`config.mk`:
```
export PLATFORM = sky130hd
export DESIGN_NAME = down_counter_timer
export DESIGN_NICKNAME = d
export VERILOG_FILES = /design/src/rtl/down_counter_timer_pkg.sv /design/src/rtl/down_counter_timer_sat_counter.sv /design/src/rtl/down_counter_timer.sv
export SDC_FILE = /design/constraint.sdc
export NUM_CORES = 1
export LEC_CHECK = 0
export CAP_MARGIN = 20
export CORE_MARGIN = 3
export CORE_UTILIZATION = 48
export DETAILED_ROUTE_END_ITERATION = 10
export GPL_TIMING_DRIVEN = 1
export PLACE_DENSITY = 0.84
export SYNTH_ARGS = -nofsm -noshare
export SYNTH_HDL_FRONTEND = slang
export SYNTH_SLANG_ARGS = --single-unit
```
`constraint.sdc`:
```
create_clock -name clk -period 2.2 [get_ports clk]
set_clock_uncertainty 0.1 [all_clocks]
set_input_delay 0.33 -clock clk [delete_from_list [all_inputs] [get_ports clk]]
set_output_delay 0.33 -clock clk [all_outputs]
set_load 0.02 [all_outputs]
```
`src/rtl/down_counter_timer_pkg.sv`:
```
// Shared types for the loadable down-counter timer: FSM states and mode encodings.
package down_counter_timer_pkg;

    typedef enum logic {
        IDLE = 1'b0,
        RUN  = 1'b1
    } state_t;

    localparam logic MODE_ONESHOT  = 1'b0;
    localparam logic MODE_PERIODIC = 1'b1;

endpackage

```
`src/rtl/down_counter_timer_sat_counter.sv`:
```
// Saturating up-counter with synchronous clear; clear wins over increment.
// Latency one cycle; holds at all-ones instead of wrapping.
module sat_counter #(
    parameter int W = 8
) (
    input  logic         clk,
    input  logic         rst,
    input  logic         clr,
    input  logic         inc,
    output logic [W-1:0] value
);

    always_ff @(posedge clk) begin
        if (rst || clr) begin
            value <= '0;
        end else if (inc && (value != '1)) begin
            value <= value + W'(1);
        end
    end

endmodule

```
`src/rtl/down_counter_timer.sv`:
```
// Loadable down-counter timer, one-shot or auto-reload; one-cycle tc pulse at terminal count.
// Load accepted only in IDLE (load_ready); N visible one cycle after accept, tc N cycles later.
module down_counter_timer
    import down_counter_timer_pkg::*;
#(
    parameter int WIDTH        = 4,
    parameter int PERIOD_CNT_W = 8
) (
    input  logic                    clk,
    input  logic                    rst,
    input  logic                    load_valid,
    output logic                    load_ready,
    input  logic [WIDTH-1:0]        load_value,
    input  logic                    load_mode,
    input  logic                    en,
    input  logic                    abort,
    output logic [WIDTH-1:0]        count,
    output logic                    busy,
    output logic                    tc,
    output logic [PERIOD_CNT_W-1:0] periods
);

    state_t           state, state_n;
    logic [WIDTH-1:0] count_n;
    logic [WIDTH-1:0] reload, reload_n;
    logic             mode, mode_n;
    logic             tc_n;
    logic             periods_clr;
    logic             periods_inc;

    // Ready/busy decode straight from the state flop, so they are registered too.
    assign load_ready = (state == IDLE);
    assign busy       = (state == RUN);

    always_comb begin
        state_n     = state;
        count_n     = count;
        reload_n    = reload;
        mode_n      = mode;
        tc_n        = 1'b0;
        periods_clr = 1'b0;
        periods_inc = 1'b0;
        case (state)
            IDLE: begin
                if (load_valid) begin
                    reload_n    = load_value;
                    mode_n      = load_mode;
                    count_n     = load_value;
                    periods_clr = 1'b1;
                    if (load_value != '0) begin
                        state_n = RUN;
                    end else begin
                        tc_n = 1'b1;
                    end
                end
            end
            RUN: begin
                if (abort) begin
                    count_n = '0;
                    state_n = IDLE;
                end else if (en) begin
                    if (count > WIDTH'(1)) begin
                        count_n = count - WIDTH'(1);
                    end else begin
                        // RUN never holds 0, so count==1 here is the terminal step.
                        tc_n = 1'b1;
                        if (mode == MODE_PERIODIC) begin
                            count_n     = reload;
                            periods_inc = 1'b1;
                        end else begin
                            count_n = '0;
                            state_n = IDLE;
                        end
                    end
                end
            end
            default: state_n = IDLE;
        endcase
    end

    always_ff @(posedge clk) begin
        if (rst) begin
            state  <= IDLE;
            count  <= '0;
            reload <= '0;
            mode   <= MODE_ONESHOT;
            tc     <= 1'b0;
        end else begin
            state  <= state_n;
            count  <= count_n;
            reload <= reload_n;
            mode   <= mode_n;
            tc     <= tc_n;
        end
    end

    sat_counter #(
        .W(PERIOD_CNT_W)
    ) u_periods (
        .clk  (clk),
        .rst  (rst),
        .clr  (periods_clr),
        .inc  (periods_inc),
        .value(periods)
    );

endmodule

```
# Yosys cells after proc, flatten, opt, wreduce, memory -nomap -nowiden
# Index checks and enable logic that the tools add are counted.
[totals]
register_bits = 19
inputBits = 10
out_inout_bits = 15
[op_classes]
addsub = 2
order_cmp = 1
eq_ne = 3
mux = 25
n_bitwise = 1
n_reduce_logical = 5
[ops]
columns = ["cell", "count"]
rows = [
  ["$mux 4", 5],
  ["$mux 1", 17],
  ["$add 8x1->8 const B", 1],
  ["$ne 8x8->1 const B", 1],
  ["$pmux 4 s2", 1],
  ["$gt 4x1->1 const B", 1],
  ["$pmux 1 s2", 2],
  ["$reduce_and 2->1", 2],
  ["$reduce_bool 4->1", 1],
  ["$sub 4x1->4 const B", 1],
  ["$ne 3x3->1 const B", 1],
  ["$ne 2x2->1 const B", 1],
  ["$logic_and 1x1->1", 1],
  ["$logic_or 1x1->1", 1],
  ["$not 1->1", 1],
]

# Depth between registers and ports, before layout
[depth]
ltp_word = 6
depth_mapped = 7
ltp_nobuf = 6

# Hierarchy
# A second synthesis with hierarchy kept.
[hier_totals]
hier_cells = 130
area_unflattened_um2 = 1057.3
[modules_own_cells]
columns = ["mod", "n_inst", "cells_each", "area_per_inst_um2", "seq_area_each_um2"]
rows = [
  ["down_counter_timer", 1, 82, 635.6, 220.2],
  ["sat_counter", 1, 48, 421.7, 160.2],
]

# Least setup slack after synthesis
# Ideal clock, no wire load.
[synth_timing]
path_type = "register to register"
from = "register count[0]"
to = "register u_periods.value[5]"
setup_time_ns = 0.072
t_arrival_ns = 1.980
slack_ns = 0.048
stages_incl_launch_ff = 7
period_less_slack_ns = 2.152
cell_sequence = "dfxtp_1 > ha_1 > nor2_1 > or4_4 > buf_6 > nor4_1 > mux2i_1"
[synth_between]
elab_chain_len = 6
[synth_rtl]
columns = ["element", "line_no", "text"]
rows = [
  ["start, declared", "down_counter_timer.sv:17", "output logic [WIDTH-1:0] count,"],
  ["start signal, assigned", "down_counter_timer.sv:90", "count <= count_n;"],
  ["$gt 4x1->1", "down_counter_timer.sv:62", "if (count > WIDTH'(1)) begin"],
  ["$mux 1", "down_counter_timer.sv:62", ""],
  ["$mux 1", "down_counter_timer.sv:61", "end else if (en) begin"],
  ["$mux 1", "down_counter_timer.sv:58", "if (abort) begin"],
  ["$mux 1", "down_counter_timer.sv:43", "case (state)"],
  ["$logic_and 1x1->1", "down_counter_timer_sat_counter.sv:16", "end else if (inc && (value != '1)) begin"],
  ["end signal, assigned", "down_counter_timer_sat_counter.sv:17", "value <= value + W'(1);"],
  ["end, declared", "down_counter_timer_sat_counter.sv:10", "output logic [W-1:0] value"],
]
# No other way between the ends.
# A chain may end at the register's enable or synchronous reset.

# Worst setup path in the final report
[layout_timing]
from = "register count[1]"
to = "register u_periods.value[7]"
# The elaborated chain is that of the path after synthesis.

==> run summary <==
The synthesis-stage register bit count is 19. Global routing finished with a remaining overflow of 0. Across the VDD grid, the largest voltage drop is 0.0005071 V. The most common cell after layout, fill and taps aside is sky130_fd_sc_hd__clkdlybuf4s50_1. The post-synthesis instance total came out at 131. The area added between synthesis and finish is 35.78%. The final count of negative-setup-slack endpoints is 0. The startpoint identified for the worst hold timing path is reload[1]. In the routed layout, each cell is associated on average with a via count of 6.047. The number of global-route vias before repair is 981. The total number of H-tree levels came out at 1. The depth of the worst register-to-register path is 6. The die covers 2716 um^2.

The net count after synthesis is 144. The number of hold-slack violations in the final timing report is 0. The startpoint of the worst register-to-register path is count[1]. The row count came out at 16. The arrival time of the worst setup path is 2260 ps.

Entering global routing, the biggest net connects 12 pins. The count of nets left with antenna violations after detail routing came out at 0. The count of inserted antenna diode cells is 0. The initial DRC count came out at 82.

The final cell utilization of the core is 69.95%. The peak fanout along the critical path is 6. The count of unique library cells instantiated by Yosys came out at 33.

The buffers inserted during post-CTS setup optimization came out at 0. The post-layout minimum cycle time came out at 2127 ps. The cts-stage hold buffer count is 0. The cell area after technology mapping is 1021 um^2. The worst setup path is launched from a flop. The total detailed-routing wirelength is 2.867 mm. The DRC violation count after routing is 0. In this run the vertical extent of the chip is 52.12 um. The clock input transition at the sequential cells of the worst setup and hold paths came out at 120 ps. In the layout the commonest cells are sky130_fd_sc_hd__clkdlybuf4s50_1 (24), sky130_fd_sc_hd__nand2_1 (20), sky130_fd_sc_hd__dfxtp_1 (19).

The HPWL after detailed placement is 2.078 mm. Setup slack on the critical path of the routed design comes to 73.07 ps. The total of max-cap violations came out at 0.

The worst setup path is captured at a flop. The pin slew with the least headroom to its limit is 394.1 ps. The tree is rooted in a sky130_fd_sc_hd__clkbuf_4. In the final routed layout, each cell accounts on average for 14.85 um. The starting utilization of the core area is 51.52%. The final layout net count is 180. The static leakage is 0.0004832 uW. Each instance of the synthesized netlist takes up on average 7.794 um^2.

The final weighted congestion in routability-driven placement came out at 0.8803. The startpoint-to-endpoint class of the critical path is reg2reg. The post-route total power is 731.0 uW. TritonCTS built the clock tree. The run finished with clean final reports. The count of buffers added on input and output ports is 24.

At the worst endpoint, the required time is 2330 ps. The endpoint identified for the worst register-to-register timing path is u_periods.value[7]. The class of the tightest hold or removal check is reg2reg. The slack of the worst reg-to-reg path is 70 ps. No sink is reached through more buffers than the 2 on the longest clock path. The first global-routing pass estimated 4.298 mm of wire. The fmax came out at 470.2 MHz. The clock network latency to the later pin of the worst-skew pair is 300 ps. The TritonCTS buffer count is 3.

The total count of max-transition violations in the final report was 0. In this run the count of I/O pins placed on the die edge is 25. The register area share after synthesis is 37.25%. The worst-case hold slack came out at 366.5 ps. The die is 52.12 um wide. The via total after detailed routing is 1167.

The ratio of final minimum period to clock period came out at 96.68%. The most critical setup path has its startpoint at count[1]. For this run, the detailed router's first-pass iteration total came to 4. The number of antenna violations at the first check in global routing came to 0.

Cells with a size suffix above 1 make up 12.65% of the layout. The total area inside the core boundary comes to 1982 um^2. For this run, the number of Yosys warnings is 0. The total power per unit cell area is 527.3 nW/um^2.

The clock sink total came out at 19. The pre-CTS worst setup slack came out at -192.6 ps. The capturing element of the worst setup path is u_periods.value[7]. The global router's overall resource usage is 21.33%. The worst pin sits at a relative slew slack of 73.39%.
sequential cells by signal (all words and copies together), names as in the netlist:
| register | cells |
|---|---|
| busy | 1 |
| tc | 1 |
| reload | 4 |
| count | 4 |
| u_periods.value | 8 |
| mode | 1 |
cell type report:
class | count | area, um^2
timing repair buffer | 35 | 322.8
clock buffer | 4 | 26.28
fill | 158 | 595.6
multi-input combinational | 102 | 600.6
tap | 27 | 33.78
inverter | 6 | 22.52
sequential | 19 | 380.4
metrics by stage:
stage / TNS, ps / cells / instance area [um^2]
2_1_floorplan: 0 / 131 / 1021
3_5_place_dp: -678.9 / 188 / 1344
3_3_place_gp: -304.4 / 188 / 1344
5_1_grt: -2.312 / 193 / 1386
6_report: 0 / 193 / 1386
4_1_cts: 0 / 192 / 1370
routing by layer:
layer	wire length [um]	vias up	GRT usage, %
met3	238	8	3.438
met2	1365	70	33.47
met4	69	0	10.04
met5	0	-	0
met1	1193	537	28.27
li1	-	552	-
Yosys cell counts, drive strengths merged:
master | count | area, um^2
o21ai | 6 | 30.03
nor3 | 6 | 30.03
buf | 2 | 22.52
o311ai | 2 | 17.52
or4 | 3 | 26.27
clkbuf | 3 | 11.26
a21oi | 15 | 75.07
a211oi | 3 | 22.52
nand2b | 3 | 18.77
mux2i | 1 | 10.01
o31ai | 1 | 7.510
nor2b | 1 | 6.260
dfxtp | 19 | 380.4
and3 | 3 | 18.77
inv | 6 | 22.52
or2 | 2 | 15.02
nor2 | 8 | 30.03
nand4b | 1 | 8.760
a32oi | 1 | 8.760
o41ai | 3 | 26.28
nand3b | 1 | 7.510
a31oi | 3 | 18.77
or3 | 2 | 12.51
a31o | 1 | 8.760
ha | 3 | 37.54
nand3 | 4 | 20.02
nand2 | 20 | 75.07
nor4 | 4 | 25.02
nand4 | 2 | 12.51
and2 | 1 | 6.260
xnor2 | 1 | 8.760
critical path, stage by stage (launching register included):
cell and delay (ps):
sky130_fd_sc_hd__dfxtp_1 360, sky130_fd_sc_hd__inv_1 90, sky130_fd_sc_hd__ha_2 200, sky130_fd_sc_hd__nor2_2 80
sky130_fd_sc_hd__or4_4 530, sky130_fd_sc_hd__or4_1 530, sky130_fd_sc_hd__a21oi_1 160
how the worst min path moves through the flow:
stage	to	slack, ps	cells past startpoint
after floorplan	count[3]	300	1
after global placement	reload[0]	350	2
after detailed placement	reload[1]	350	2
after CTS	reload[1]	360	2
after global routing	reload[0]	390	2
final	reload[1]	370	2
logic make-up after synthesis:
| family | synth area share (%) |
|---|---|
| AO/OA/AOI/OAI | 21.08 |
| adder cells (fa/ha/maj) | 3.677 |
| multiplexers | 0.9804 |
| flip-flops | 37.25 |
| buffers and inverters | 5.514 |
| XOR/XNOR | 0.8580 |
| AND/OR/NAND/NOR | 30.64 |
repair_timing:
| action | CTS | global route |
|---|---|---|
| endpoints found under the setup margin | 1 | 4 |
| gates cloned | 0 | 1 |
| resized for setup | 0 | 3 |
| pin swaps | 1 | 0 |
report_power, final:
group	internal [uW]	switching, uW
registers	358	11.2
logic	80.8	95.7
clock network	70.7	115
Power figures use the tool's default switching activity.
